[config.mk]
export PLATFORM = sky130hd
export DESIGN_NAME = mem_write_arbiter
export DESIGN_NICKNAME = d
export VERILOG_FILES = /design/src/rtl/mem_write_arbiter.sv
export SDC_FILE = /design/constraint.sdc
export NUM_CORES = 1
export LEC_CHECK = 0
export BUFFER_PORTS_ARGS = -buffer_cell sky130_fd_sc_hd__clkbuf_2
export CAP_MARGIN = 15
export CORE_MARGIN = 2
export CORE_UTILIZATION = 44
export CTS_CLUSTER_SIZE = 10
export DETAILED_ROUTE_END_ITERATION = 12
export GPL_ROUTABILITY_DRIVEN = 0
export PLACE_DENSITY = 0.92
export SYNTH_ARGS = -nofsm -noshare
export SYNTH_HDL_FRONTEND = slang
export SYNTH_SLANG_ARGS = --single-unit
[constraint.sdc]
create_clock -name clk -period 1.9 [get_ports clk]
set_input_delay 0.38 -clock clk [delete_from_list [all_inputs] [get_ports clk]]
set_output_delay 0.38 -clock clk [all_outputs]
set_load 0.1 [all_outputs]
[src/rtl/mem_write_arbiter.sv]
// Round-robin arbiter sharing the memory write port between A (CPU stores) and B (loader/debug).
// Accept-to-done is 2+N cycles (N = memory wait); requesters hold valid until ready, one write in flight.
module mem_write_arbiter #(
    parameter int TIMEOUT = 64
) (
    input  logic        clk,
    input  logic        rst_n,

    input  logic        a_valid,
    output logic        a_ready,
    input  logic [31:0] a_addr,
    input  logic [31:0] a_data,
    input  logic [2:0]  a_bytes,
    output logic        a_done,
    output logic        a_err,

    input  logic        b_valid,
    output logic        b_ready,
    input  logic [31:0] b_addr,
    input  logic [31:0] b_data,
    input  logic [2:0]  b_bytes,
    output logic        b_done,
    output logic        b_err,

    output logic [31:0] mem_write_addr,
    output logic [31:0] mem_write_data,
    output logic [2:0]  mem_bytes_to_write,
    output logic        mem_write_data_valid,
    input  logic        mem_write_done,

    output logic        busy
);

    localparam int CW = $clog2(TIMEOUT);
    localparam logic [CW-1:0] CNT_LAST = CW'(TIMEOUT - 1);

    typedef enum logic [1:0] {
        S_IDLE = 2'd0,
        S_BUSY = 2'd1,
        S_DONE = 2'd2
    } state_t;

    state_t        state_q;
    logic          last_b_q;
    logic          gnt_b_q;
    logic [31:0]   addr_q;
    logic [31:0]   data_q;
    logic [2:0]    bytes_q;
    logic [CW-1:0] cnt_q;
    logic          a_done_q;
    logic          a_err_q;
    logic          b_done_q;
    logic          b_err_q;

    logic          in_idle;
    logic          gnt_b_d;
    logic [2:0]    bytes_d;
    logic          size_ok_d;

    // Ready is gated by rst_n so no accept is advertised while reset is held.
    assign in_idle   = rst_n && (state_q == S_IDLE);
    assign gnt_b_d   = b_valid && (!a_valid || !last_b_q);
    assign a_ready   = in_idle && a_valid && !gnt_b_d;
    assign b_ready   = in_idle && gnt_b_d;
    assign bytes_d   = gnt_b_d ? b_bytes : a_bytes;
    assign size_ok_d = (bytes_d == 3'd1) || (bytes_d == 3'd2) || (bytes_d == 3'd4);

    always_ff @(posedge clk or negedge rst_n) begin
        if (!rst_n) begin
            state_q  <= S_IDLE;
            last_b_q <= 1'b1;
            gnt_b_q  <= 1'b0;
            addr_q   <= '0;
            data_q   <= '0;
            bytes_q  <= '0;
            cnt_q    <= '0;
            a_done_q <= 1'b0;
            a_err_q  <= 1'b0;
            b_done_q <= 1'b0;
            b_err_q  <= 1'b0;
        end else begin
            a_done_q <= 1'b0;
            a_err_q  <= 1'b0;
            b_done_q <= 1'b0;
            b_err_q  <= 1'b0;
            unique case (state_q)
                S_IDLE: begin
                    if (a_valid || b_valid) begin
                        gnt_b_q  <= gnt_b_d;
                        last_b_q <= gnt_b_d;
                        addr_q   <= gnt_b_d ? b_addr : a_addr;
                        data_q   <= gnt_b_d ? b_data : a_data;
                        bytes_q  <= bytes_d;
                        cnt_q    <= '0;
                        if (size_ok_d) begin
                            state_q <= S_BUSY;
                        end else begin
                            // Illegal size: answer with an error without touching memory.
                            state_q  <= S_DONE;
                            a_done_q <= !gnt_b_d;
                            a_err_q  <= !gnt_b_d;
                            b_done_q <= gnt_b_d;
                            b_err_q  <= gnt_b_d;
                        end
                    end
                end
                S_BUSY: begin
                    if (mem_write_done || (cnt_q == CNT_LAST)) begin
                        state_q  <= S_DONE;
                        a_done_q <= !gnt_b_q;
                        a_err_q  <= !gnt_b_q && !mem_write_done;
                        b_done_q <= gnt_b_q;
                        b_err_q  <= gnt_b_q && !mem_write_done;
                    end else begin
                        cnt_q <= cnt_q + 1'b1;
                    end
                end
                S_DONE: begin
                    state_q <= S_IDLE;
                end
                default: begin
                    state_q <= S_IDLE;
                end
            endcase
        end
    end

    assign a_done               = a_done_q;
    assign a_err                = a_err_q;
    assign b_done               = b_done_q;
    assign b_err                = b_err_q;
    assign mem_write_addr       = addr_q;
    assign mem_write_data       = data_q;
    assign mem_write_data_valid = (state_q == S_BUSY);
    assign mem_bytes_to_write   = (state_q == S_BUSY) ? bytes_q : 3'd0;
    assign busy                 = (state_q != S_IDLE);

endmodule
* Yosys cells after proc, flatten, opt, wreduce, memory -nomap -nowiden
Index checks and enable logic that the tools add are counted.
** Word-level totals
- Register bits :: 81
- Output and inout bits :: 75
- Word-level logic and storage cells :: 66
** Cells by class
- Add/subtract/negate cells :: 1
- Equality and inequality tests :: 8
- Muxes and demuxes :: 23
- Reductions and logical operators :: 23
** Operators by type and width (number)
- $mux W32 :: 2
- $mux W6 :: 2
- $pmux W6 S2 :: 1
- $mux W1 :: 8
- $pmux W1 S2 :: 4
- $logic_and A1 B1 Y1 :: 7
- $add A6 B1 Y6 const B :: 1
- $eq A6 B6 Y1 const B :: 1
- $mux W2 :: 3
- $mux W3 :: 2
- $logic_not A1 Y1 :: 5
- $logic_or A1 B1 Y1 :: 5
- $ne A2 B1 Y1 const B :: 2
- $pmux W2 S2 :: 1
- $reduce_and A2 Y1 :: 2
- $reduce_bool A2 Y1 :: 2
- $eq A3 B1 Y1 const B :: 1
- $eq A3 B2 Y1 const B :: 1
- $eq A3 B3 Y1 const B :: 1
- $reduce_and A3 Y1 :: 1
- $eq A2 B1 Y1 const B :: 1
- $logic_not A2 Y1 :: 1
- $ne A2 B2 Y1 const B :: 1

* Logic depth before layout (Yosys ltp)
Gate-level depths: netlist of run 1.
- Depth after elaboration :: 10
- Depth in mapped cells :: 6

* Least setup slack after synthesis of run 1
No wires, ideal clock.
- Path type :: register to output
- Start point :: register state_q[1]
- End point :: output mem_bytes_to_write[0]
- Arrival :: 2752 ps
- Data required time :: 1520 ps
- Setup slack :: -1232 ps
- Stages on the path, launching flop included :: 3
- Buffers on the path :: 0
- Cells stage by stage :: dfrtp_1 nor2b_1 and2_1
** Between the ends
- Cells in the longest elaborated chain, start to end :: 2
** Ends and longest elaborated chain
- start, declared :: line 43 : state_t state_q;
- start signal, assigned :: line 70 : state_q <= S_IDLE;
- start signal, assigned :: line 96 : state_q <= S_BUSY;
- start signal, assigned :: line 99 : state_q <= S_DONE;
- $eq A2 B1 Y1
- net mem_write_data_valid :: line 28 : output logic mem_write_data_valid,
- $mux W3 :: line 135 : assign mem_bytes_to_write = (state_q == S_BUSY) ? bytes_q : 3'd0;
- end, declared :: line 27 : output logic [2:0] mem_bytes_to_write,
The timed path passes the listed nets, and every way through them passes these cells.

* Worst setup path in the final report of run 1
- Start point :: input rst_n
- End point :: output a_ready
** Between the ends
- Cells in the longest elaborated chain, start to end :: 3
** Ends and longest elaborated chain
- start, declared :: line 7 : input logic rst_n,
- $logic_and A1 B1 Y1 :: line 61 : assign in_idle = rst_n && (state_q == S_IDLE);
- $logic_and A1 B1 Y1 (2 in series) :: line 63 : assign a_ready = in_idle && a_valid && !gnt_b_d;
- end, declared :: line 10 : output logic a_ready,
No other way between the ends.

==> results of run 1 <==
==> cell usage in the layout (no fill, tap or decap), drive strengths merged, types with 2 or more instances in the layout <==
master / count
inv: 3
o21ai: 12
dlygate4sd3: 2
bufinv: 3
clkinv: 2
clkbuf: 217
nor3b: 2
xnor2: 2
buf: 19
and3: 3
a21oi: 3
a21o: 66
dfrtp: 80
a22o: 64
nand2: 5
nor2: 9
and2: 4
or4b: 2
mux2i: 3
nand3: 4
o31ai: 3
==> timing repair <==
item / 4_1_cts / 5_1_grt
endpoints found under the hold margin: 6 / 0
setup endpoints to repair: 3 / 5
gates resized for setup: 4 / 5
hold buffers: 2 / 0
==> worst max-delay path, cell delays in order <==
cell	delay, ns
sky130_fd_sc_hd__dlygate4sd3_1	0.55
sky130_fd_sc_hd__buf_4	0.16
sky130_fd_sc_hd__nand3_1	0.10
sky130_fd_sc_hd__nor2_2	0.14
sky130_fd_sc_hd__buf_12	0.19
==> metrics by stage <==
step           hold slack, ns  instances  setup TNS [ns]  utilization [%]
2_1_floorplan         0.08441        300        -0.08451                -
3_3_place_gp           0.2135        608               0            60.42
3_5_place_dp           0.2126        608               0            60.42
4_1_cts                0.2165        626               0            63.81
5_1_grt                0.2095        626        -0.06635            63.96
6_report               0.2338        626               0            63.96
==> flip-flops by register name, summed over array words and instances, names as in the netlist <==
signal,flops
mem_write_addr,32
mem_write_data,32
cnt_q,6
bytes_q,3
state_q,2
a_done,1
a_err,1
b_done,1
b_err,1
gnt_b_q,1
last_b_q,1
==> area by class of cell <==
type,instances,area (um2),share of cell area [%]
Sequential cell,81,2029,39.21
Multi-Input combinational cell,194,1510,29.18
Timing Repair Buffer,227,1259,24.32
Clock buffer,11,131.4,2.538
Tap cell,105,131.4,2.538
Clock inverter,5,103.9,2.006
Inverter,3,11.26,0.2175
==> layer usage <==
metal | wire length [um] | share of wire, % | global-route usage [%]
met3 | 609 | 6.1 | 4.150
met2 | 5344 | 54 | 40.18
met5 | 0 | 0 | 0
met4 | 212 | 2.1 | 10.14
met1 | 3756 | 38 | 23.50
==> final timing paths <==
| path | start | endpoint | slack [ns] |
|---|---|---|---|
| setup reg to reg | last_b_q | mem_write_data[16] | 0.10 |
| max in group asynchronous | rst_n | state_q[0] | 0.58 |
| hold reg to reg | bytes_q[0] | bytes_q[0] | 0.48 |
| min in group asynchronous | rst_n | last_b_q | 0.58 |
| hold / removal | a_data[31] | mem_write_data[31] | 0.23 |
| setup / recovery | rst_n | a_ready | 0.006 |
==> logic make-up after synthesis <==
logic type | count (synthesis) | synth area share, %
flops | 81 | 56.17
fa+ha+maj | 1 | 0.3464
buf+inv | 25 | 3.222
simple gates | 34 | 5.406
xor+xnor | 3 | 0.7278
compound gates | 153 | 33.30
mux | 3 | 0.8316
==> impl_metrics.yaml, run 1 <==
clock_tree:
  insertion_delay_ns: 0.34
  cts_root_buffer: "sky130_fd_sc_hd__clkbuf_8"
  cts-root-to-sink-buffers: 2
  clock_tree.htree_level_count: 3
  clkSinkCount: 81
  cts_tree: "done"
  post_cts.repair.setup_buffers: 0
  cts_made_buffers: 9
  clk_pin_slew_worst_setup_hold_paths_ns: 0.08
cells_and_area:
  synthToLayoutAreaGrowth_pct: 43.35
  finalNetCount: 656
  drive_gt1_share_pct: 48.75
  fillers: 652
  antenna-diode-count: 0
  final_area_mm2: 0.005176
critical_path:
  setup.worst_path.class: "in2out"
  reg2reg_path_depth: 4
  critical_path.endpoint_type: "output pin"
  worst_ep_arrival_time_ns: 1.51
  critical_path_required_time_ns: 1.52
  worstPathMaxFanout: 6
  worst_setup_path_start_kind: "input pin"
worst_hold_path:
  worst_hold_path_type: "in2reg"
  whs_path_depth: 2
sta:
  slew_viol_final: 0
  timing_worst_slew_pin_value_ns: 0.7441
  finalSetupViolCount: 0
  layout_min_cycle_time_ns: 1.894
  unrepaired_setup_endpoints_after_global_routing: "true"
  timing.final.ws_setup_ns: 0.005949
  final_min_period_over_clock_period_pct: 99.69
  maxSlewHeadroom_pct: 50.28
  max_clock_freq_mhz: 528.0
  final_hold_vio_count: 0
  worst_clock_skew_ns: 0.01108
routing:
  totalWireLength_mm: 9.923
  drt_iter0_markers: 94
  num_vias: 3377
  ant_nets: 0
  remaining_drc_errors: 0
  routedWlPerCell_um: 15.85
  viasPerCell: 5.395
  firstDrtPassIters: 4
global_routing:
  grt.total_usage_pct: 21.58
  largest_net_degree_at_the_start_of_global_routing: 43
  number_of_global_route_vias_before_repair: 3345
  overflow: 0
  number_of_antenna_violations_at_the_first_check_in_global_routing: 0
  grt_pass1_wl_mm: 15.10
placed_design:
  port_buffers: 213
  dpl_cell_area_mm2: 0.004890
  dpl_worst_slack_ns: 0.02868
  dpl.hpwl_mm: 7.378
floorplanning:
  core_area_mm2: 0.008093
  rows: 33
  floorplan.initialDensity_pct: 44.62
  die_w_um: 94.59
  die_h_um: 94.59
  boundaryPins: 214
  fp.dieArea_mm2: 0.008947
status:
  status: "finished clean"
yosys:
  ys_seq_elements: 81
  most_common_library_cells_after_synthesis: "sky130_fd_sc_hd__dfrtp_1 (80), sky130_fd_sc_hd__a21o_1 (66), sky130_fd_sc_hd__a22o_1 (64)"
  postSynthNetCount: 440
  yosysWarningCount: 0
  synth.most_common_cell: "sky130_fd_sc_hd__dfrtp_1"
  ys_seq_area_share_pct: 56.17
  yosys.cell_types.count: 36
  synthFlopType: "sky130_fd_sc_hd__dfrtp_1"
  post_synth_main_area_contributors: "sky130_fd_sc_hd__dfrtp_1 (55%), sky130_fd_sc_hd__a22o_1 (16%), sky130_fd_sc_hd__a21o_1 (14%)"
  synthArstFlopShare_pct: 100.0
  syn_inst: 300
  synthDominantAreaCellType: "sky130_fd_sc_hd__dfrtp_1"
  synth_top_area_share_pct: 55.44
  syn-cell-area_mm2: 0.003611
  synth_area_per_cell_um2: 12.04
  synth-edff-count: 0
run:
  max-cap-violations: 0
Power of run 1 is not shown: default switching activity piles up to over one toggle a cycle in this logic, so the estimate is an artifact.
==> run 2: changes to the inputs <==
Settings changed: PLACE_DENSITY 0.92 to 0.83.
==> run 2 against run 1 <==
  * Via count is 1.3% higher
  * Count of clock-buffer cells in the layout is 1 higher
  * Die area stayed put
  * Sequential share of layout area is 0.27 points higher
  * Cell area is 0.75% lower
  * Highest routed layer unchanged
  * Utilization is 0.48 points lower
  * Maximum frequency is 1.3% higher
  * Flip-flop and latch count stayed put
  * Largest cell class unchanged
  * Critical path type is now reg2out
  * Register-to-register slack worse by 0.04 ns
  * Critical path depth is 1 lower
==> impl_metrics.yaml, run 2 (synthesis results as in run 1) <==
routing:
  routedWlPerCell_um: 15.90
  totalWireLength_mm: 9.923
  drt_iter0_markers: 136
  ant_nets: 0
  firstDrtPassIters: 4
  num_vias: 3421
  viasPerCell: 5.482
  remaining_drc_errors: 0
clock_tree:
  insertion_delay_ns: 0.35
  cts-root-to-sink-buffers: 2
  clock_tree.htree_level_count: 3
  clkSinkCount: 81
  cts_hold_buf: 0
  cts_root_buffer: "sky130_fd_sc_hd__clkbuf_8"
  cts_made_buffers: 9
  clk_pin_slew_worst_setup_hold_paths_ns: 0.09
  cts_tree: "done"
floorplanning:
  floorplan.initialDensity_pct: 44.62
  boundaryPins: 214
  fp.dieArea_mm2: 0.008947
  rows: 33
  die_h_um: 94.59
  die_w_um: 94.59
  core_area_mm2: 0.008093
cells_and_area:
  mostFrequentLayoutCells: "sky130_fd_sc_hd__clkbuf_2 (206), sky130_fd_sc_hd__dfrtp_1 (80), sky130_fd_sc_hd__a21o_1 (66)"
  sequential_cell_area_mm2: 0.002028
  synthToLayoutAreaGrowth_pct: 42.27
  finalNetCount: 654
  multi_input_area_mm2: 0.001515
  fillers: 662
  drive_gt1_share_pct: 48.94
  antenna-diode-count: 0
  layout.cells.most_common: "sky130_fd_sc_hd__clkbuf_2"
sta:
  maxSlewHeadroom_pct: 49.19
  layout_min_cycle_time_ns: 1.870
  final_hold_vio_count: 0
  max_clock_freq_mhz: 534.8
  slew_viol_final: 0
  final_min_period_over_clock_period_pct: 98.41
  finalSetupViolCount: 0
  worst_clock_skew_ns: 0.01371
  unrepaired_setup_endpoints_after_global_routing: "true"
  fin_tns_setup_ns: 0
  timing.final.ws_setup_ns: 0.03030
  timing_worst_slew_pin_value_ns: 0.7604
placed_design:
  dpl_worst_slack_ns: 0.02608
  dpl.hpwl_mm: 7.256
  port_buffers: 213
critical_path:
  critical_path.endpoint_type: "output pin"
  setup.worst_path.class: "reg2out"
  worst-r2r-setup-slack_ns: 0.06
  timing.rr.start: "state_q[1]"
  worst_ep_arrival_time_ns: 1.49
  critical_path_required_time_ns: 1.52
  critPathLaunch: "last_b_q"
  worstPathMaxFanout: 6
  worst_setup_path_start_kind: "register"
global_routing:
  number_of_global_route_vias_before_repair: 3314
  grt_pass1_wl_mm: 14.85
  number_of_antenna_violations_at_the_first_check_in_global_routing: 0
  largest_net_degree_at_the_start_of_global_routing: 48
  overflow: 0
  grt.total_usage_pct: 21.37
worst_hold_path:
  worst_hold_path_type: "in2async"
run:
  max-cap-violations: 0
status:
  status: "finished clean"
==> run 2: routing by layer <==
metal	vias to the layer above	track usage (%)	part of all wire [%]
met5	-	0	0
met4	0	9.179	2.1
met3	21	4.310	6.7
met2	147	39.64	53
met1	1690	23.63	39
li1	1563	-	-
==> run 2: path summary, 6_finish.rpt <==
path | to | depth (start not counted)
worst min register to register | bytes_q[2] | 2
worst min-delay path | a_err | 2
max in group asynchronous | mem_write_data[19] | 2
min in group clk | mem_write_data[5] | 2
worst max register to register | mem_write_data[24] | 5
worst max-delay path | b_ready | 4
==> run 2: critical path, cell delays in order, from the launching register on <==
cell,delay [ns]
sky130_fd_sc_hd__dfstp_2,0.39
sky130_fd_sc_hd__a21boi_4,0.25
sky130_fd_sc_hd__buf_6,0.15
sky130_fd_sc_hd__and3_4,0.18
sky130_fd_sc_hd__buf_12,0.17
==> run 2: cell type report <==
type,count,share of cell area [%]
Clock buffer,12,3.020
Inverter,3,0.2192
Sequential cell,81,39.48
Multi-Input combinational cell,194,29.49
Tap cell,105,2.557
Clock inverter,4,0.5358
Timing Repair Buffer,225,24.70
==> run 2: stage by stage <==
step                      hold WS, ns  utilization (%)  std cells  area (um2)
after floorplan               0.08441                -        300        3628
after global placement         0.4538            60.42        608        4890
after detailed placement       0.4675            60.42        608        4890
after CTS                     0.07775            62.96        623        5095
after global routing           0.1032            63.48        624        5137
final                         0.07318            63.48        624        5137
==> run 2: timing repair <==
item	4_1_cts	5_1_grt
setup endpoints to repair	5	7
gates resized for setup	7	9
pin swaps	3	16
setup buffers	0	1
Power of run 2 is left out for the same reason.
==> run 3: changes to the inputs <==
Settings changed: BUFFER_PORTS_ARGS -buffer_cell sky130_fd_sc_hd__clkbuf_2 to unset, CELL_PAD_IN_SITES_DETAIL_PLACEMENT set to 2, CELL_PAD_IN_SITES_GLOBAL_PLACEMENT set to 2, CORE_UTILIZATION 44 to 36, DONT_BUFFER_PORTS set to 1, PLACE_DENSITY 0.83 to 0.79.
==> run 3 against run 2 <==
  * Count of clock-buffer cells in the layout is 1 higher
  * Cell count is 26% lower
  * Setup slack better by 0.036 ns
  * Sequential share of layout area is 8.4 points higher
  * Via count is 21% lower
  * Hold slack worse by 0.36 ns
  * Register-to-register slack better by 0.11 ns
  * Utilization is 20 points lower
  * The run now ends with hold timing left
  * Largest cell class unchanged
  * Wire length is 12% higher
  * Global-route usage is 0.43 points lower
==> impl_metrics.yaml, run 3 (synthesis results as in run 1) <==
status:
  status: "finished with violations"
  failed_checks: "hold timing"
global_routing:
  grt_pass1_wl_mm: 17.79
  number_of_global_route_vias_before_repair: 3097
  overflow: 0
  grt.total_usage_pct: 20.94
  largest_net_degree_at_the_start_of_global_routing: 84
  number_of_antenna_violations_at_the_first_check_in_global_routing: 0
critical_path:
  worst_setup_path_start_kind: "register"
  path_delay_family: "flip-flops"
  r2r-end: "a_err"
  critical_path_depth: 4
  crit_chain: "nor2_4 -> nand3_1 -> nor2_2 -> buf_12"
  critical_path_required_time_ns: 1.52
  worstPathMaxFanout: 4
  critical_path.endpoint_type: "output pin"
  timing.critical_path.slowest_cell_delay_ns: 0.47
  reg2reg_path_depth: 6
  setup.worst_path.class: "reg2out"
  worst_ep_arrival_time_ns: 1.45
  timing.rr.start: "last_b_q"
  critical_path.n_buffers_inverters: 1
  worst-r2r-setup-slack_ns: 0.17
  critPathSlowestCell: "sky130_fd_sc_hd__dfrtp_2"
cells_and_area:
  mostFrequentLayoutCells: "sky130_fd_sc_hd__dfrtp_1 (79), sky130_fd_sc_hd__a21o_1 (66), sky130_fd_sc_hd__a22o_1 (64)"
  synthToLayoutAreaGrowth_pct: 17.32
  drive_gt1_share_pct: 18.71
  antenna-diode-count: 0
  finish.utilization_pct: 43.34
  layout.cells.most_common: "sky130_fd_sc_hd__dfrtp_1"
  final_area_mm2: 0.004237
  finalNetCount: 462
placed_design:
  dpl_cell_area_mm2: 0.003989
  port_buffers: 0
  dpl.hpwl_mm: 7.867
routing:
  routedWlPerCell_um: 24.22
  firstDrtPassIters: 6
  num_vias: 2703
  ant_nets: 0
  drt_iter0_markers: 123
  totalWireLength_mm: 11.12
  viasPerCell: 5.889
  remaining_drc_errors: 0
sta:
  fin_worst_hold_slack_ns: -0.2904
  fin_tns_setup_ns: 0
  final_min_period_over_clock_period_pct: 96.53
  worst_clock_skew_ns: 0.006069
  slew_viol_final: 0
  maxSlewHeadroom_pct: 36.98
  layout_min_cycle_time_ns: 1.834
  max_clock_freq_mhz: 545.3
  finalSetupViolCount: 0
  final_hold_vio_count: 81
  timing_worst_slew_pin_value_ns: 0.9453
floorplanning:
  core_area_mm2: 0.009774
  fp.dieArea_mm2: 0.01085
  die_h_um: 104.2
  floorplan.initialDensity_pct: 36.94
  die_w_um: 104.2
  rows: 36
  boundaryPins: 214
clock_tree:
  cts_root_buffer: "sky130_fd_sc_hd__clkbuf_8"
  clock_tree.htree_level_count: 3
  cts_made_buffers: 9
  clkSinkCount: 81
  cts_tree: "done"
  clk_pin_slew_worst_setup_hold_paths_ns: 0.08
  cts-root-to-sink-buffers: 2
  insertion_delay_ns: 0.35
run:
  max-cap-violations: 0
worst_hold_path:
  worst_hold_path_type: "in2async"
## run 3: area by class of cell
| class | instances | area [um2] |
|---|---|---|
| Fill cell | 1002 | 5538 |
| Sequential cell | 81 | 2029 |
| Multi-Input combinational cell | 194 | 1506 |
| Timing Repair Buffer | 33 | 326.6 |
| Tap cell | 133 | 166.4 |
| Clock buffer | 13 | 158.9 |
| Clock inverter | 2 | 37.54 |
| Inverter | 3 | 11.26 |
## run 3: repair_timing
item                                   in CTS  in global routing
pin swaps                                   0                  1
gates cloned                                0                  0
setup endpoints to repair                   2                  2
endpoints found under the hold margin      81                 81
resized for setup                           3                  1
setup buffers                               0                  5
## run 3: worst max path at each step
stage                     startpoint                 end
after floorplan             last_b_q             a_ready
after global placement    state_q[1]  mem_write_data[18]
after detailed placement  state_q[1]  mem_write_addr[12]
after CTS                 state_q[1]             a_ready
after global routing      state_q[1]             a_ready
final                     state_q[1]             a_ready
## run 3: routing by layer
metal | GRT usage [%] | share of wire, % | up-vias
met5 | 0 | 0 | -
met4 | 8.398 | 2.2 | 0
met3 | 7.769 | 8.3 | 20
met2 | 36.00 | 52 | 138
met1 | 23.49 | 37 | 1373
li1 | - | - | 1172
## run 3: per-stage QoR
stage / hold WS, ns / worst slack [ns] / instances
after detailed placement: 0.08638 / 0.1988 / 439
after global routing: -0.3252 / -0.004949 / 459
after global placement: 0.08620 / 0.2686 / 439
final: -0.2904 / 0.06600 / 459
after CTS: -0.3094 / 0.01742 / 454
after floorplan: 0.08441 / -0.04525 / 300
Power of run 3 is left out for the same reason.
